==> src/rtl/muldiv_pkg.sv <==
// Shared encodings for the iterative multiply/divide unit: opcodes, FSM states, flag bit positions.
package muldiv_pkg;

   localparam logic [2:0] OP_MUL   = 3'b000;
   localparam logic [2:0] OP_UMULL = 3'b001;
   localparam logic [2:0] OP_SMULL = 3'b010;
   localparam logic [2:0] OP_UDIV  = 3'b011;
   localparam logic [2:0] OP_SDIV  = 3'b100;

   typedef enum logic [1:0] {
      ST_IDLE  = 2'd0,
      ST_CALC  = 2'd1,
      ST_FIXUP = 2'd2,
      ST_DONE  = 2'd3
   } state_e;

   localparam int FLAG_N = 3;
   localparam int FLAG_Z = 2;
   localparam int FLAG_C = 1;
   localparam int FLAG_V = 0;

   function automatic logic op_valid(input logic [2:0] o);
      return o <= OP_SDIV;
   endfunction

   function automatic logic op_is_div(input logic [2:0] o);
      return (o == OP_UDIV) || (o == OP_SDIV);
   endfunction

endpackage

==> src/rtl/muldiv_step.sv <==
// One radix-2 iteration: shift-add multiply step or restoring divide step on the {hi,lo} pair.
module muldiv_step #(
   parameter int WIDTH = 32
) (
   input  logic             is_div,
   input  logic [WIDTH-1:0] hi,
   input  logic [WIDTH-1:0] lo,
   input  logic [WIDTH-1:0] m,
   output logic [WIDTH-1:0] hi_nxt,
   output logic [WIDTH-1:0] lo_nxt
);

   logic [WIDTH:0] sum;
   logic [WIDTH:0] shifted;
   logic [WIDTH:0] diff;
   logic           ge;

   always_comb begin
      sum     = {1'b0, hi} + (lo[0] ? {1'b0, m} : '0);
      shifted = {hi, lo[WIDTH-1]};
      // remainder < divisor, so the borrow bit alone tells whether the subtract fits
      diff    = shifted - {1'b0, m};
      ge      = ~diff[WIDTH];
      if (is_div) begin
         hi_nxt = ge ? diff[WIDTH-1:0] : shifted[WIDTH-1:0];
         lo_nxt = {lo[WIDTH-2:0], ge};
      end else begin
         hi_nxt = sum[WIDTH:1];
         lo_nxt = {sum[0], lo[WIDTH-1:1]};
      end
   end

endmodule

==> src/rtl/muldiv_unit.sv <==
// Iterative multiply/divide unit with start/done handshake; one bit per clock, sign fixup at the end.
module muldiv_unit
   import muldiv_pkg::*;
#(
   parameter int WIDTH = 32
) (
   input  logic             clk,
   input  logic             reset,
   input  logic             start,
   input  logic [2:0]       op,
   input  logic [WIDTH-1:0] src_a,
   input  logic [WIDTH-1:0] src_b,
   output logic             busy,
   output logic             done,
   output logic [WIDTH-1:0] result_lo,
   output logic [WIDTH-1:0] result_hi,
   output logic [3:0]       flags,
   output logic             div0
);

   localparam int CNT_W = $clog2(WIDTH) + 1;

   state_e           state, state_nxt;
   logic [CNT_W-1:0] cnt;
   logic [2:0]       op_q;
   logic [WIDTH-1:0] acc_hi, acc_lo, m;
   logic [WIDTH-1:0] step_hi, step_lo;
   logic             neg_lo, neg_hi, dz, ovf;

   logic             accept, div_zero_req, signed_op, a_neg, b_neg;
   logic [WIDTH-1:0] op_a, op_b;
   logic [2*WIDTH-1:0] prod, prod_neg;
   logic [WIDTH-1:0] res_lo, res_hi;
   logic [3:0]       res_flags;
   logic             wide;

   assign a_neg        = src_a[WIDTH-1];
   assign b_neg        = src_b[WIDTH-1];
   assign signed_op    = (op == OP_SMULL) || (op == OP_SDIV);
   assign op_a         = (signed_op && a_neg) ? -src_a : src_a;
   assign op_b         = (signed_op && b_neg) ? -src_b : src_b;
   assign div_zero_req = op_is_div(op) && (src_b == '0);
   assign accept       = ((state == ST_IDLE) || (state == ST_DONE)) && start && op_valid(op);

   assign busy = (state == ST_CALC) || (state == ST_FIXUP);
   assign done = (state == ST_DONE);

   muldiv_step #(.WIDTH(WIDTH)) u_step (
      .is_div (op_is_div(op_q)),
      .hi     (acc_hi),
      .lo     (acc_lo),
      .m      (m),
      .hi_nxt (step_hi),
      .lo_nxt (step_lo)
   );

   always_ff @(posedge clk or negedge reset) begin
      if (!reset) state <= ST_IDLE;
      else        state <= state_nxt;
   end

   always_comb begin
      state_nxt = state;
      case (state)
         ST_IDLE:  if (accept) state_nxt = div_zero_req ? ST_FIXUP : ST_CALC;
         ST_CALC:  if (cnt == CNT_W'(WIDTH - 1)) state_nxt = ST_FIXUP;
         ST_FIXUP: state_nxt = ST_DONE;
         ST_DONE: begin
            state_nxt = ST_IDLE;
            if (accept) state_nxt = div_zero_req ? ST_FIXUP : ST_CALC;
         end
         default:  state_nxt = ST_IDLE;
      endcase
   end

   always_comb begin
      prod     = {acc_hi, acc_lo};
      prod_neg = -prod;
      res_lo   = acc_lo;
      res_hi   = acc_hi;
      case (op_q)
         OP_MUL:   res_hi = '0;
         OP_SMULL: {res_hi, res_lo} = neg_lo ? prod_neg : prod;
         OP_SDIV: begin
            res_lo = neg_lo ? -acc_lo : acc_lo;
            res_hi = neg_hi ? -acc_hi : acc_hi;
         end
         default: ;
      endcase
      // divide-by-zero parks the raw dividend in acc_lo
      if (dz) begin
         res_lo = '1;
         res_hi = acc_lo;
      end
      wide      = (op_q == OP_UMULL) || (op_q == OP_SMULL);
      res_flags = '0;
      res_flags[FLAG_N] = wide ? res_hi[WIDTH-1] : res_lo[WIDTH-1];
      res_flags[FLAG_Z] = wide ? ~|{res_hi, res_lo} : ~|res_lo;
      res_flags[FLAG_V] = ovf;
   end

   always_ff @(posedge clk or negedge reset) begin
      if (!reset) begin
         cnt       <= '0;
         op_q      <= OP_MUL;
         acc_hi    <= '0;
         acc_lo    <= '0;
         m         <= '0;
         neg_lo    <= 1'b0;
         neg_hi    <= 1'b0;
         dz        <= 1'b0;
         ovf       <= 1'b0;
         result_lo <= '0;
         result_hi <= '0;
         flags     <= '0;
         div0      <= 1'b0;
      end else if (accept) begin
         cnt    <= '0;
         op_q   <= op;
         acc_hi <= '0;
         dz     <= div_zero_req;
         ovf    <= (op == OP_SDIV) && (src_a == {1'b1, {(WIDTH-1){1'b0}}}) && (&src_b);
         neg_lo <= signed_op && (a_neg ^ b_neg);
         neg_hi <= (op == OP_SDIV) && a_neg;
         if (op_is_div(op)) begin
            m      <= op_b;
            acc_lo <= div_zero_req ? src_a : op_a;
         end else begin
            m      <= op_a;
            acc_lo <= op_b;
         end
      end else if (state == ST_CALC) begin
         acc_hi <= step_hi;
         acc_lo <= step_lo;
         cnt    <= cnt + CNT_W'(1);
      end else if (state == ST_FIXUP) begin
         result_lo <= res_lo;
         result_hi <= res_hi;
         flags     <= res_flags;
         div0      <= dz;
      end
   end

endmodule

==> config.mk <==
export PLATFORM = sky130hd
export DESIGN_NAME = muldiv_unit
export DESIGN_NICKNAME = d
export VERILOG_FILES = /design/src/rtl/muldiv_pkg.sv /design/src/rtl/muldiv_step.sv /design/src/rtl/muldiv_unit.sv
export SDC_FILE = /design/constraint.sdc
export NUM_CORES = 1
export LEC_CHECK = 0
export CAP_MARGIN = 20
export CORE_MARGIN = 1.5
export CORE_UTILIZATION = 44
export CTS_BUF_LIST = sky130_fd_sc_hd__clkbuf_8
export DETAILED_ROUTE_END_ITERATION = 6
export GPL_TIMING_DRIVEN = 0
export PLACE_DENSITY = 0.69
export REMOVE_ABC_BUFFERS = 1
export SLEW_MARGIN = 15
export SYNTH_ARGS = -nofsm -noshare
export SYNTH_HDL_FRONTEND = slang
export SYNTH_HIERARCHICAL = 1
export SYNTH_SLANG_ARGS = --single-unit
export TNS_END_PERCENT = 10
==> constraint.sdc <==
create_clock -name clk -period 3.7 [get_ports clk]
set_clock_uncertainty 0.2 [all_clocks]
set_input_delay 0.37 -clock clk [delete_from_list [all_inputs] [get_ports clk]]
set_output_delay 0.37 -clock clk [all_outputs]
set_load 0.1 [all_outputs]
Yosys cells after proc, flatten, opt, wreduce, memory -nomap -nowiden. Index checks and enable logic that the tools add are counted.

Register bits after elaboration: 179. Bits in latches: 0. Memory bits (writable): 0. ROM bits: 0. Word-level logic and storage cells: 96. Memories kept: 0.

Add/sub/neg operators: 8. Multipliers: 0. Div/mod/pow operators: 0. Magnitude comparators: 1. Equal/unequal tests: 14. Shift-type cells: 0. Mux-type cells: 29. Bitwise gates (word level): 4. Reduce and logical (&&, ||, !) cells: 26.

Operators by type and width (number): 32-bit 2-to-1 mux (17); 32-bit negator (4); 32-bit case mux with 3 select lines (1); 64-bit 2-to-1 mux (1); 64-bit negator (1); 32-bit case mux with 2 select lines (1); 64-bit OR reduction (1); 32-bit by 33-bit adder with 33-bit output (1); 33-bit by 32-bit subtractor with 33-bit output (1); 32-bit == test (second input constant) (1); 32-bit zero test (1); 32-bit AND reduction (1); 32-bit OR reduction (1); 3-bit by 2-bit == test with 1-bit output (second input constant) (4); 6-bit 2-to-1 mux (2); 1-bit logical AND (9); 2-bit 2-to-1 mux (4); 2-bit case mux with 4 select lines (1); 6-bit by 1-bit adder with 6-bit output (second input constant) (1); 3-bit == test (second input constant) (2); 6-bit by 5-bit == test with 1-bit output (second input constant) (1); 1-bit logical OR (6); 2-bit == test (second input constant) (2); 3-bit by 1-bit == test with 1-bit output (second input constant) (1); other kinds (13) (17).

Longest topological paths before layout.
Depth after elaboration: 7. Gate-level depth with buffers: 16. Gate-level depth less buffers: 14.

Hierarchy. The synthesis kept the hierarchy.

By module, submodules not included: muldiv_unit (times used 1, cells an instance 1666, area each 13276.5 µm², sequential area each 4479.3 µm²); muldiv_step (times used 1, cells an instance 688, area each 4820.9 µm², sequential area each 0.0 µm²).

Worst setup path before layout. No wires, ideal clock.

Kind: register to register. From: register acc_hi[1]. To: register flags[2]. Library setup time: 0.078 ns. Arrival time: 3.414 ns. Data required time: 3.422 ns. Path slack: 0.008 ns. Stages on the path, launching flop included: 14. Clock period less this slack: 3.692 ns. Path through: dfrtp_1 clkbuf_1 inv_1 ha_1 nor3b_2 nand4_1 or4_4 nor3b_1 o31ai_2 nand2_1 or4_1 nor4_1 a41oi_1 o2bb2ai_1.

Longest elaborated chain between the ends: 7.

Ends and longest elaborated chain: from (decl) (line muldiv_unit.sv:26) `logic [WIDTH-1:0] acc_hi, acc_lo, m;`; from (signal assigned) (line muldiv_unit.sv:133) `acc_hi <= step_hi;`; 64-bit negator or 32-bit negator (tied branches) (line muldiv_unit.sv:78, muldiv_unit.sv:86); 64-bit 2-to-1 mux or 32-bit 2-to-1 mux (tied branches) (line muldiv_unit.sv:83, muldiv_unit.sv:86); 32-bit case mux with 3 select lines * (line muldiv_unit.sv:81) `case (op_q)`; 32-bit 2-to-1 mux * (line muldiv_unit.sv:91) `if (dz) begin`; 64-bit OR reduction * (line muldiv_unit.sv:98) `res_flags[FLAG_Z] = wide ? ~|{res_hi, res_lo} : ~|res_lo;`; 1-bit zero test * (line muldiv_unit.sv:98); 1-bit 2-to-1 mux * (line muldiv_unit.sv:98); to (signal assigned) (line muldiv_unit.sv:139) `flags <= res_flags;`; to (decl) (line muldiv_unit.sv:17) `output logic [3:0] flags,`.

Mark *: on every way between the ends. The rest lies on a longest branch, timed or not. A chain may end at the register's enable or synchronous reset.

Worst setup path after layout.
From: register acc_lo[0]. To: register flags[2].

Longest elaborated chain between the ends: 7.

Ends and longest elaborated chain: from (decl) (line muldiv_unit.sv:26); from (signal assigned) (line muldiv_unit.sv:127) `acc_lo <= div_zero_req ? src_a : op_a;`; from (signal assigned) (line muldiv_unit.sv:130) `acc_lo <= op_b;`; from (signal assigned) (line muldiv_unit.sv:134) `acc_lo <= step_lo;`; 64-bit negator or 32-bit negator (tied branches) (line muldiv_unit.sv:78, muldiv_unit.sv:85); 64-bit 2-to-1 mux or 32-bit 2-to-1 mux (tied branches) (line muldiv_unit.sv:83, muldiv_unit.sv:85); 32-bit case mux with 3 select lines or 32-bit case mux with 2 select lines (tied branches) (line muldiv_unit.sv:81); 32-bit 2-to-1 mux (line muldiv_unit.sv:91); 64-bit OR reduction or 32-bit OR reduction (tied branches) (line muldiv_unit.sv:98); 1-bit zero test (line muldiv_unit.sv:98); 1-bit 2-to-1 mux * (line muldiv_unit.sv:98).

Marked as above.

==> run metrics <==
final hold vios=0; first-pass iteration count of the detailed router=7; Max Fclk=256 MHz; Remaining Overflow, GRT=0; Hold Crit Class=input pin to asynchronous set/reset pin; vias per cell=6.47; Synth Register Bits=179; Clock Root Buffer=clkbuf_8; synth-to-layout area growth=19.8%; syn avg cell area=7.69 sq um; switching part of the total=57.6%; # IOs=141; unrepaired setup endpoints after global routing=yes; Die Height=206 um; TritonCTS clock tree=built; r2r endpoint=flags[2]$_DFFE_PN0P_; Switch Pwr=0.0128 W; Rows=74; global placer's final weighted congestion=1.06; dpl hpwl=52700 um; area post-placement=19900 sq um; Required @ worst endpoint=3950 ps; pin count of the biggest net entering global routing=102; Die ar.=42400 sq um; setup tns final=-214 ps; Finished Core Util=53.2%; post-synth cell types=102; Routed Antenna Nets=0; Cells after DPL=2885; max_slew headroom=32.7%; Adder-Cell Fraction of Synth Area=5.34%; violated checks=DRC, setup timing; Worst R2R Setup Slack=-200 ps; first-pass GRT wire length=108000 um; CP arrival=4150 ps; Worst-Skew Late Latency=530 ps; n_diodes=0; Synth Warn #=6; status=finished, violations left; final WL=72300 um; clock buffer depth=2; fraction of synthesized area in multiplexers=7.48%; peak supply drop=0.617 mV; Register Area=4540 sq um; clock power share=6.4%; crit share post-route=105%; CORE AREA=40700 sq um; main combinational cell family by area after synthesis=compound AO/OA/AOI/OAI gates; Slew @ Worst Pin=1010 ps; Worst setup SP type=register; Max Cap Viol=0; total CTS buffers=17; Max Fanout on Critical Path=6; mapped cell area=18100 sq um; critical path endpoint category=register; Hold Slack=217 ps; initial core utilization=44.4%; initial DRC count=2317; Synth Flop Type=dfrtp_1; ys async rst share=100%; nets=2576; Synth Area in Compound Gates=25.0%; Mapped Cells=2354; design area=21700 sq um; Seq/Total Area, Yosys=24.8%; Avg WL per Cell=24.3 um; R2R Path Start=acc_lo[0]$_DFFE_PN0P_; gr usage total=33.7%; Leak=8.72 nW; Via Count=19247; Setup Viol. Count Final=2; CTS Sinks=179; Slew Viols, Final=0; Final min period=3900 ps; non-filler cells, final=2975; Post-synth EDFFs=0; area share of and/or/nand/nor cells after synthesis=23.4%; post-synthesis xor/xnor area fraction=8.66%; cells on worst reg2reg path=13; footprint of the multi-input gates=13500 sq um; initial antenna violation count=1; clock slew at reported path FFs=110 ps; critical path class=register to register; Pwr Density=1020 nW/um^2; layout cells sized above 1=15.7%; DIE WIDTH=206 um; Gate power share=72.4%; number of global-route vias before repair=17933; IO buf count=139; # fillers=3888; H-tree level count=4; P_int=0.00938 W; Seq pwr share=21.2%; # DRC=1; post-route setup slack=-202 ps
[cell type report]
cell class	instances	area share [%]
Multi-Input combinational cell	1947	62.4
Inverter	71	1.28
Clock inverter	12	0.542
Timing Repair Buffer	214	10.5
Tap cell	532	3.07
Sequential cell	179	20.9
Clock buffer	20	1.27
[through the flow]
step                      power [W]  setup WS (ps)
after detailed placement     0.0189          -1160
after global routing         0.0233           -287
after CTS                    0.0213           -145
after floorplan              0.0145          -5340
after global placement       0.0190          -9770
final                        0.0222           -202
[power groups by stage]
stage | clock, W | combinational [W] | sequential [W]
global route | 0.00152 | 0.0171 | 0.00474
floorplan | 0 | 0.00854 | 0.00591
global placement | 0 | 0.0143 | 0.00466
CTS | 0.00144 | 0.0153 | 0.00454
finish | 0.00142 | 0.0160 | 0.00469
detailed placement | 0 | 0.0144 | 0.00459
[registers in the layout, indices dropped and copies added (netlist names), 3 cells and up]
| register | count |
|---|---|
| acc_hi | 32 |
| acc_lo | 32 |
| m | 32 |
| result_hi | 32 |
| result_lo | 32 |
| cnt | 6 |
| flags | 3 |
| op_q | 3 |
[how the worst max path moves through the flow]
stage | startpoint | to | slack [ps] | cells past startpoint
floorplan | op_q[0]$_DFFE_PN0P_ | acc_lo[0]$_DFFE_PN0P_ | -5340 | 8
global placement | op_q[0]$_DFFE_PN0P_ | acc_lo[0]$_DFFE_PN0P_ | -9770 | 8
detailed placement | acc_lo[0]$_DFFE_PN0P_ | flags[2]$_DFFE_PN0P_ | -1160 | 12
CTS | acc_lo[0]$_DFFE_PN0P_ | flags[2]$_DFFE_PN0P_ | -140 | 12
global route | acc_lo[0]$_DFFE_PN0P_ | flags[2]$_DFFE_PN0P_ | -290 | 12
finish | acc_lo[0]$_DFFE_PN0P_ | flags[2]$_DFFE_PN0P_ | -200 | 13
[cell usage after synthesis, drive strengths merged (38+ instances only)]
cell | number | area [sq um]
a21o | 42 | 315
mux2i | 70 | 701
mux2 | 58 | 653
dfrtp | 179 | 4480
nor3 | 64 | 335
a21oi | 208 | 1080
buf | 40 | 243
clkbuf | 118 | 447
nand4 | 45 | 288
ha | 74 | 926
nand3 | 45 | 225
and2 | 42 | 263
nor4 | 38 | 320
xor2 | 86 | 753
nand2 | 217 | 820
o21ai | 182 | 918
xnor2 | 93 | 815
inv | 69 | 259
nor2 | 284 | 1070
[cell usage in the layout (no fill, tap or decap), types with 22 or more instances in the layout]
| cell type | count |
|---|---|
| a21o_1 | 41 |
| nand4_1 | 44 |
| dfrtp_1 | 140 |
| dfrtp_2 | 34 |
| xnor2_1 | 93 |
| xor2_1 | 86 |
| nor2_1 | 278 |
| and2_1 | 40 |
| o31ai_1 | 22 |
| o21ai_0 | 153 |
| mux2i_1 | 70 |
| nand2_1 | 211 |
| a31oi_1 | 27 |
| nand3_1 | 41 |
| a21oi_1 | 189 |
| nor3_1 | 47 |
| o21ai_1 | 22 |
| clkdlybuf4s50_1 | 136 |
| mux2_2 | 57 |
| o22ai_1 | 22 |
| ha_1 | 56 |
| buf_4 | 56 |
| inv_1 | 65 |
[critical path, cell delays in order, from the launching register on]
cell	delay, ps
dfrtp_4	560
buf_8	160
buf_4	170
nor2_1	200
nand3_2	240
nor4_4	250
buf_6	190
a2111oi_0	110
o32a_1	470
a2111oi_2	400
nand4_1	200
nor4_4	350
a41oi_2	140
o2bb2ai_1	160
[cell families (layout without fill, tap and decap cells)]
logic type,after synthesis,in the layout
xor+xnor,179,179
fa+ha+maj,76,76
mux,128,128
other cells,1,1
flops,179,179
buf+inv,229,317
compound gates,699,700
simple gates,863,863
[per-layer routing]
metal | vias to the layer above | share of wire [%] | global-route usage, % | routed length (um)
met5 | - | 0.017 | 0 | 12
met4 | 2 | 5.6 | 17.8 | 4040
met3 | 198 | 10 | 7.05 | 7350
met2 | 1095 | 43 | 50.4 | 31000
met1 | 9235 | 41 | 45.4 | 29900
li1 | 8717 | - | - | -
[what timing repair did]
item	in CTS	in global routing
buffers inserted	41	15
setup endpoints to repair	83	52
cloned	1	1
hold buffers	1	0
endpoints found under the hold margin	78	0
gates resized for setup	124	89
pin swaps	33	27
Power figures use the tool's default switching activity.
